--- src/rtl/loader_pkg.sv ---
// Shared definitions for the tile-mesh loader: FSM state encoding, ACTIVE
// window length and a width helper for index fields.
package loader_pkg;

    typedef enum logic [1:0] {
        ST_IDLE    = 2'd0,
        ST_SETUP   = 2'd1,
        ST_ACTIVE  = 2'd2,
        ST_RELEASE = 2'd3
    } state_t;

    localparam int ACTIVE_CYCLES = 2;

    // Index width for n items; never below 1 so ports stay legal.
    function automatic int tile_bits(input int n);
        return (n <= 2) ? 1 : $clog2(n);
    endfunction

endpackage

--- src/rtl/rr_arbiter.sv ---
// Combinational round-robin pick: search starts one past ptr and wraps,
// returning the first set request as one-hot and as an index.
module rr_arbiter
    import loader_pkg::*;
#(
    parameter int N  = 3,
    parameter int IW = tile_bits(N)
) (
    input  logic [N-1:0]  req,
    input  logic [IW-1:0] ptr,
    output logic [N-1:0]  grant,
    output logic [IW-1:0] grant_idx
);

    int   idx;
    logic found;

    always_comb begin
        grant     = '0;
        grant_idx = '0;
        found     = 1'b0;
        idx       = 0;
        for (int k = 1; k <= N; k++) begin
            idx = (int'(ptr) + k) % N;
            if (!found && req[idx]) begin
                found          = 1'b1;
                grant[idx]     = 1'b1;
                grant_idx      = IW'(idx);
            end
        end
    end

endmodule

--- src/rtl/loader_arbiter.sv ---
// Round-robin loader for the tile mesh: one granted load runs a fixed
// SETUP / ACTIVE x2 / RELEASE window; all outputs are registered.
//
//  state      | meaning
//  -----------+-----------------------------------------------------------
//  ST_IDLE    | wait for any REQ; grant and latch winner's address/data
//  ST_SETUP   | present tile-local address and data, no select
//  ST_ACTIVE  | assert one-hot tile select and write (skipped if out of range)
//  ST_RELEASE | drop select, pulse ACK (and ERR_ADDR), advance rr pointer
module loader_arbiter
    import loader_pkg::*;
#(
    parameter int ADDRESS_SIZE = 10,
    parameter int DATA_SIZE    = 8,
    parameter int NB_TILES     = 4,
    parameter int NB_REQ       = 3
) (
    input  logic                                      CLK,
    input  logic                                      RESET,
    input  logic [NB_REQ-1:0]                         REQ,
    input  logic [NB_REQ*ADDRESS_SIZE-1:0]            REQ_ADDRESS,
    input  logic [NB_REQ*DATA_SIZE-1:0]               REQ_DATA,
    output logic [NB_REQ-1:0]                         ACK,
    output logic                                      ERR_ADDR,
    output logic                                      BUSY,
    output logic [NB_TILES-1:0]                       SELECT_TILE,
    output logic [ADDRESS_SIZE-tile_bits(NB_TILES)-1:0] ADDRESS_TILE,
    output logic [DATA_SIZE-1:0]                      DATA_TILE,
    output logic                                      WRITE_TILE
);

    localparam int TILE_BITS  = tile_bits(NB_TILES);
    localparam int LOCAL_BITS = ADDRESS_SIZE - TILE_BITS;
    localparam int REQ_BITS   = tile_bits(NB_REQ);
    localparam logic [TILE_BITS:0] TILE_LIMIT = (TILE_BITS+1)'(NB_TILES);

    state_t                  state, state_nxt;
    logic [1:0]              phase_cnt;
    logic [REQ_BITS-1:0]     ptr;
    logic [REQ_BITS-1:0]     grant_idx_q;
    logic [NB_REQ-1:0]       grant_oh_q;
    logic [ADDRESS_SIZE-1:0] addr_q;
    logic [DATA_SIZE-1:0]    data_q;

    logic [NB_REQ-1:0]       arb_grant;
    logic [REQ_BITS-1:0]     arb_idx;
    logic                    take_grant;

    logic [TILE_BITS-1:0]    tile_idx;
    logic                    in_range;
    logic [NB_TILES-1:0]     tile_oh;

    logic [NB_TILES-1:0]     sel_d;
    logic [NB_REQ-1:0]       ack_d;
    logic                    write_d, err_d, busy_d, load_d;

    rr_arbiter #(.N(NB_REQ), .IW(REQ_BITS)) u_rr (
        .req       (REQ),
        .ptr       (ptr),
        .grant     (arb_grant),
        .grant_idx (arb_idx)
    );

    assign take_grant = (state == ST_IDLE) && (|REQ);
    assign tile_idx   = addr_q[ADDRESS_SIZE-1 -: TILE_BITS];
    assign in_range   = {1'b0, tile_idx} < TILE_LIMIT;
    assign tile_oh    = {{(NB_TILES-1){1'b0}}, 1'b1} << tile_idx;

    always_ff @(posedge CLK or posedge RESET) begin
        if (RESET) state <= ST_IDLE;
        else       state <= state_nxt;
    end

    always_comb begin
        state_nxt = state;
        case (state)
            ST_IDLE:    if (|REQ) state_nxt = ST_SETUP;
            ST_SETUP:   state_nxt = ST_ACTIVE;
            ST_ACTIVE:  if (phase_cnt == 2'd0) state_nxt = ST_RELEASE;
            ST_RELEASE: state_nxt = ST_IDLE;
            default:    state_nxt = ST_IDLE;
        endcase
    end

    // Decoded per state, then registered one cycle later below.
    always_comb begin
        sel_d   = '0;
        write_d = 1'b0;
        ack_d   = '0;
        err_d   = 1'b0;
        load_d  = 1'b0;
        busy_d  = (state != ST_IDLE);
        case (state)
            ST_SETUP:   load_d = 1'b1;
            ST_ACTIVE: begin
                sel_d   = in_range ? tile_oh : '0;
                write_d = in_range;
            end
            ST_RELEASE: begin
                ack_d = grant_oh_q;
                err_d = !in_range;
            end
            default: ;
        endcase
    end

    always_ff @(posedge CLK or posedge RESET) begin
        if (RESET) begin
            phase_cnt   <= '0;
            ptr         <= '0;
            grant_idx_q <= '0;
            grant_oh_q  <= '0;
            addr_q      <= '0;
            data_q      <= '0;
        end else begin
            if (take_grant) begin
                grant_idx_q <= arb_idx;
                grant_oh_q  <= arb_grant;
                addr_q      <= REQ_ADDRESS[arb_idx*ADDRESS_SIZE +: ADDRESS_SIZE];
                data_q      <= REQ_DATA[arb_idx*DATA_SIZE +: DATA_SIZE];
            end
            if (state == ST_SETUP)
                phase_cnt <= 2'(ACTIVE_CYCLES - 1);
            else if (state == ST_ACTIVE && phase_cnt != 2'd0)
                phase_cnt <= phase_cnt - 2'd1;
            if (state == ST_RELEASE)
                ptr <= grant_idx_q;
        end
    end

    always_ff @(posedge CLK or posedge RESET) begin
        if (RESET) begin
            ACK          <= '0;
            ERR_ADDR     <= 1'b0;
            BUSY         <= 1'b0;
            SELECT_TILE  <= '0;
            WRITE_TILE   <= 1'b0;
            ADDRESS_TILE <= '0;
            DATA_TILE    <= '0;
        end else begin
            ACK         <= ack_d;
            ERR_ADDR    <= err_d;
            BUSY        <= busy_d;
            SELECT_TILE <= sel_d;
            WRITE_TILE  <= write_d;
            if (load_d) begin
                ADDRESS_TILE <= addr_q[LOCAL_BITS-1:0];
                DATA_TILE    <= data_q;
            end
        end
    end

endmodule

--- config.mk ---
export PLATFORM = sky130hd
export DESIGN_NAME = loader_arbiter
export DESIGN_NICKNAME = d
export VERILOG_FILES = /design/src/rtl/loader_pkg.sv /design/src/rtl/rr_arbiter.sv /design/src/rtl/loader_arbiter.sv
export SDC_FILE = /design/constraint.sdc
export NUM_CORES = 1
export LEC_CHECK = 0
export ABC_AREA = 1
export CORE_MARGIN = 1.5
export CORE_UTILIZATION = 52
export DETAILED_ROUTE_END_ITERATION = 8
export GPL_ROUTABILITY_DRIVEN = 0
export GPL_TIMING_DRIVEN = 1
export PLACE_DENSITY = 0.95
export SLEW_MARGIN = 20
export SYNTH_ARGS = -nofsm -noshare
export SYNTH_HDL_FRONTEND = slang
export SYNTH_SLANG_ARGS = --single-unit
--- constraint.sdc ---
create_clock -name CLK -period 3.5 [get_ports CLK]
set_input_delay 0.875 -clock CLK [delete_from_list [all_inputs] [get_ports CLK]]
set_output_delay 0.875 -clock CLK [all_outputs]
set_load 0.02 [all_outputs]
# --- Word level (Yosys, flattened, before mapping) ---
# Cells that the tools add are included.
word_totals:
  regBits: 54
  inputBits: 59
  out_inout_bits: 26
  elab_cells: 85
classes:
  addsub: 4
  multipliers: 1
  n_div: 3
  magnitude_cmp: 6
  n_eq_ne: 5
  shift: 3
  n_mux: 32
  bitwise: 2
  reduce_logical: 16
op_table:
  columns: ["cell", "n"]
  rows:
  - ["$ge 32x1->1 const B", 3]
  - ["$lt 32x4->1 const B", 3]
  - ["$mod 32x3->32 const B", 3]
  - ["$shiftx 30x7->10", 1]
  - ["$shiftx 24x6->8", 1]
  - ["$mux 2", 7]
  - ["$mux 1", 13]
  - ["$mux 3", 4]
  - ["$pmux 2 s4", 1]
  - ["$logic_and 1x1->1", 7]
  - ["$add 2x2->3 const B", 2]
  - ["$bmux 1 s2", 3]
  - ["$demux 1 s2", 3]
  - ["$or 3x3->3", 2]
  - ["$reduce_bool 2->1", 3]
  - ["$mul 2x3->5 const B", 1]
  - ["$eq 2x2->1 const B", 2]
  - ["$logic_not 2->1", 2]
  - ["$mux 4", 1]
  - ["$shl 1x2->4 const A", 1]
  - ["$add 2x1->3 const B", 1]
  - ["$reduce_or 3->1", 1]
  - ["$eq 2x1->1 const B", 1]
  - ["$logic_not 1->1", 2]
  - ["other kinds (4)", 4]

# --- Longest topological paths before layout ---
logic_depth:
  word_depth: 14
  ltp_mapped: 15

# --- Cells and area by module ---
# From an unflattened synthesis, not the netlist that was laid out.
unflattened:
  hier_cells: 386
  area_unflattened_um2: 3025.4
modules_own_cells:
  columns: ["module", "instances", "cells_per_inst", "area_each_um2", "seq_area_each_um2"]
  rows:
  - ["loader_arbiter", 1, 328, 2708.8, 1351.3]
  - ["rr_arbiter", 1, 58, 316.6, 0.0]

# --- Worst setup path before layout ---
# No wires, ideal clock.
synth_path:
  path_kind: "input -> register"
  startpoint: "input port REQ[2]"
  endpoint: "register addr_q[9]"
  arrival_time_ns: 1.925
  t_required_ns: 3.376
  setup_slack_ns: 1.452
  cell_stages: 10
  path_cell_list: "inv_1 o21ai_1 nand2_4 nand3_4 nand3_2 nand2_2 buf_6 nand2_1 o211ai_1 nand2_1"
synth_between:
  elab_chain_len: 12
  word_cells_on_any_way: 22
  cone_classes: "mul: 1; shift: 1; mux: 14; reduce/logical: 6"
synth_lines:
  columns: ["item", "line_no", "text"]
  rows:
  - ["start: declaration", "loader_arbiter.sv:20", "input logic [NB_REQ-1:0] REQ,"]
  - ["$bmux 1 s2", "rr_arbiter.sv:25", "if (!found && req[idx]) begin"]
  - ["$mux 1 (implied by the code) (2 in a row)", "rr_arbiter.sv:25", null]
  - ["$mux 1", "rr_arbiter.sv:25", null]
  - ["$logic_not 1->1", "rr_arbiter.sv:25", null]
  - ["$logic_and 1x1->1", "rr_arbiter.sv:25", null]
  - ["$mux 1", "rr_arbiter.sv:25", null]
  - ["$logic_not 1->1", "rr_arbiter.sv:25", null]
  - ["$logic_and 1x1->1", "rr_arbiter.sv:25", null]
  - ["$mux 2", "rr_arbiter.sv:25", null]
  - ["$mul 2x3->5", "loader_arbiter.sv:119", "addr_q <= REQ_ADDRESS[arb_idx*ADDRESS_SIZE +: ADDRESS_SIZE];"]
  - ["$shiftx 30x7->10", "loader_arbiter.sv:119", null]
  - ["end signal: assignment", "loader_arbiter.sv:119", null]
  - ["end: declaration", "loader_arbiter.sv:42", "logic [ADDRESS_SIZE-1:0] addr_q;"]
# Parallel ways exist; a longest one is shown, timed or not. The select of a mux whose other input is x is not followed.
# A chain may end at the register's enable or synchronous reset.

# --- Worst setup path after layout ---
layout_path:
  startpoint: "input port REQ[2]"
  endpoint: "register data_q[7]"
layout_between:
  elab_chain_len: 11
  word_cells_on_any_way: 21
  cone_classes: "shift: 1; mux: 14; reduce/logical: 6"
layout_lines:
  columns: ["item", "line_no", "text"]
  rows:
  - ["$bmux 1 s2", "rr_arbiter.sv:25", null]
  - ["$mux 1 (implied by the code) (2 in a row)", "rr_arbiter.sv:25", null]
  - ["$mux 1", "rr_arbiter.sv:25", null]
  - ["$logic_not 1->1", "rr_arbiter.sv:25", null]
  - ["$logic_and 1x1->1", "rr_arbiter.sv:25", null]
  - ["$mux 1", "rr_arbiter.sv:25", null]
  - ["$logic_not 1->1", "rr_arbiter.sv:25", null]
  - ["$logic_and 1x1->1", "rr_arbiter.sv:25", null]
  - ["$mux 2", "rr_arbiter.sv:25", null]
  - ["$shiftx 24x6->8", "loader_arbiter.sv:120", "data_q <= REQ_DATA[arb_idx*DATA_SIZE +: DATA_SIZE];"]
  - ["end signal: assignment", "loader_arbiter.sv:120", null]
  - ["end: declaration", "loader_arbiter.sv:43", "logic [DATA_SIZE-1:0] data_q;"]
# Parallel ways exist; a longest one is shown, timed or not. The select of a mux whose other input is x is not followed.

==> metrics.md <==
| Metric | Value |
|---|---|
| Vias/cell | `5.17` |
| Fraction of layout cells with a size suffix above 1 | `0.104` |
| Hold Buf Count CTS | `0` |
| Status | `complete, no violations` |
| Core ar. | `5570 µm²` |
| Static Leakage | `2.08 nW` |
| Worst R2R Start | `ptr[0]` |
| Std cell rows | `27` |
| Worst Hold Depth | `2` |
| Crit-path slowest cell | `clkdlybuf4s50_1` |
| Worst stage delay on the critical path | `0.50 ns` |
| Total vias in the final route | `2846` |
| Most numerous cell in the Yosys netlist | `nand2_1` |
| Cell count of the worst reg-to-reg path | `10` |
| Height of the chip | `79.5 µm` |
| Worst slew margin relative to its limit | `0.522` |
| Final routed DRC violation total | `0` |
| CTS clock-pin slew for the worst setup and hold paths | `0.09 ns` |
| Top cell type's share of synthesized area | `0.444` |
| Clock Skew | `0.00493 ns` |
| Final standard cell utilization of the core | `0.716` |
| Congestion Overflow GR | `0` |
| Total of endpoints with negative setup slack in the final report | `0` |
| Synth Instances | `398` |
| CP Class | `primary input to flop` |
| NumNets Final | `546` |
| Count of different cell masters after synthesis | `29` |
| Number of port buffers | `83` |
| Minimum setup slack among reg-to-reg paths | `0.94 ns` |
| Post-synthesis net count | `466` |
| Worst Hold Launch | `grant_oh_q[1]` |
| Largest net degree at the start of global routing | `37` |
| Max-capacitance violation count | `0` |
| Top post-synthesis cells by area | `dfrtp_1, nand2_1, inv_1` |
| Share of synthesized area occupied by flip-flops and latches | `0.444` |
| Type of element capturing the critical path | `flop` |
| Antenna Diode Count | `0` |
| Post-Layout Inst Area | `3990 µm²` |
| Area of the die | `6330 µm²` |
| Initial Utilization | `0.546` |
| RSZ-0062 raised after global routing | `no` |
| Cell accounting for the most synthesized area | `dfrtp_1` |
| Aggregate global-route resource usage | `0.250` |
| Most used flip-flop cell after synthesis | `dfrtp_1` |
| Crit path arrival time | `2.97 ns` |
| Cell family with most CP delay | `simple AND/OR/NAND/NOR gates` |
| Vias in the first global route | `2681` |
| Count of antenna-violating nets left after detailed routing | `0` |
| Hold worst-path end | `ACK[1]` |
| Maximum clock rate | `361 MHz` |
| Initial drt markers | `260` |
| Clock insertion delay at the later pin of the skew report | `0.31 ns` |
| Proportion of register bits with asynchronous set or reset after synthesis | `1.00` |
| Worst slew pin tran | `0.717 ns` |
| Post-DR wirelength/cell | `13.2 µm` |
| Most prevalent standard cell on the critical path | `nand2_1` |
| Total power per unit cell area | `986 nW/µm²` |
| DP Cell Count | `543` |
| Final wirelength | `7290 µm` |
| Worst Path Max Fanout | `21` |
| Initial antenna violation count | `0` |
| H-Tree Level Count | `2` |
| Number of standard cells in the layout, taps in and fillers out | `551` |
| Resized Gates After CTS | `0` |
| Startpoint type of the worst setup path | `primary input` |
| Buffer and inverter count on the worst path | `2` |
| Worst endpoint required time | `3.70 ns` |
| CTS Buf Count | `5` |
| Min cycle time layout | `2.77 ns` |
| Mean instance size in the synthesized netlist | `7.65 µm²` |
| IO Pins | `85` |
| Clock Tree Root | `clkbuf_8` |
| Final worst hold slack | `0.480 ns` |
| Number of buffers added for setup after CTS | `0` |
| Ordered list of cells on the worst path | `clkdlybuf4s50_1 -> inv_1 -> o21ai_1 -> nand2_4 -> nand3_1 -> nand3_2 -> nand2_2 -> nand2_1 -> o211ai_1 -> nand2_1` |
| Highest ir drop seen on vdd | `665 µV` |
| Worst min path class | `flop to flop` |
| Leading post-synthesis cells by instance count | `nand2_1, inv_1, dfrtp_1` |
| Tcrit/Tclk final | `0.792` |
| Fin Setup TNS | `0 ns` |
| Number of buffers on the longest clock path | `2` |
| Number of max-slew violations in the final report | `0` |
| End of the worst register-to-register path | `data_q[7]` |
| Synthesis warning total | `0` |
| Post-Syn Area | `3050 µm²` |
| CTS tree | `yes` |
| Signed area change from the synthesized netlist to the final layout | `31.1%` |
| Seq cells post-synth | `54` |
| Fill cell instance count of the final layout | `396` |
| Number of hold violations in the final report | `0` |
| Detailed placer's ending HPWL | `5590 µm` |
| Count of flip-flops with a built-in enable after synthesis | `0` |
| Wire length of the first global-routing pass | `12300 µm` |
| Placed Area | `3900 µm²` |
| Horiz. Die Dim | `79.5 µm` |
| Sinks on Clock Net | `54` |
| Drt first pass iters | `5` |
power by group:
part	leakage, nW	total (W)	switching, W	internal (W)
sequential	0.646	0.00112	0.000185	0.000935
clock	0.0482	0.000357	0.000197	0.000160
combinational	1.39	0.00246	0.00158	0.000883
metal layers:
metal	vias up	GRT usage	share of wire
met2	131	0.422	0.50
li1	1382	-	-
met5	-	0	0
met3	15	0.0423	0.065
met4	0	0.0860	0.023
met1	1318	0.324	0.41
flip-flops by register name (all words and copies together), names as in the netlist, 2 cells and up:
signal	count
ACK	3
ADDRESS_TILE	8
DATA_TILE	8
SELECT_TILE	4
addr_q	10
data_q	8
grant_idx_q	2
grant_oh_q	3
phase_cnt	2
ptr	2
state	2
stage by stage:
stage | setup slack [ns] | power [W]
after floorplan | 1.31 | 0.00297
after global placement | 0.569 | 0.00343
after detailed placement | 0.427 | 0.00356
after CTS | 0.763 | 0.00392
after global routing | 0.527 | 0.00429
final | 0.728 | 0.00394
area by class of cell:
type                            instances  area (µm²)  share of cell area
Tap cell                               72        90.1              0.0226
Clock inverter                          1        5.00             0.00125
Clock buffer                            7        86.3              0.0216
Timing Repair Buffer                   87         861               0.216
Sequential cell                        54        1350               0.338
Multi-Input combinational cell        256        1320               0.330
Inverter                               74         280              0.0702
tightest hold or removal path, cell delays in order (launching register included):
cell and delay, ns:
dfrtp_1 0.36, nand2_1 0.05, inv_1 0.04
cell families after synthesis:
logic type                 after synthesis  synth area share
buffers and inverters                   88             0.123
DFF                                     54             0.444
AOI/OAI and AO/OA                       35            0.0653
and+or+nand+nor                        211             0.329
adders and majority gates                9            0.0370
other                                    1           0.00123
worst max path at each step:
stage | start | endpoint | slack, ns | cells after the start
final | REQ[2] | data_q[7] | 0.73 | 10
after CTS | REQ[2] | data_q[7] | 0.76 | 10
after global placement | REQ[2] | data_q[7] | 0.57 | 10
after floorplan | RESET | ACK[0] | 1.31 | 1
after global routing | REQ[2] | addr_q[0] | 0.53 | 10
after detailed placement | REQ[2] | data_q[7] | 0.43 | 10
layout by cell type (no fill, tap or decap):
| cell | instances |
|---|---|
| o211ai_1 | 3 |
| a41oi_1 | 1 |
| clkbuf_1 | 1 |
| o22ai_1 | 1 |
| nand2_4 | 3 |
| dfrtp_1 | 54 |
| clkinv_2 | 1 |
| a21oi_2 | 1 |
| a22oi_1 | 1 |
| nand3_1 | 42 |
| a211oi_1 | 2 |
| o21ai_1 | 1 |
| clkdlybuf4s50_1 | 83 |
| clkbuf_8 | 6 |
| nor2_1 | 29 |
| nand2_1 | 115 |
| inv_4 | 1 |
| inv_1 | 57 |
| buf_4 | 4 |
| nand4_4 | 1 |
| a21oi_1 | 20 |
| ha_1 | 9 |
| conb_1 | 1 |
| nand2_2 | 2 |
| nand3_2 | 13 |
| inv_2 | 16 |
| nand3_4 | 2 |
| nor3_1 | 4 |
| o21ai_0 | 5 |
No activity file was read; power rests on OpenSTA's default activity.
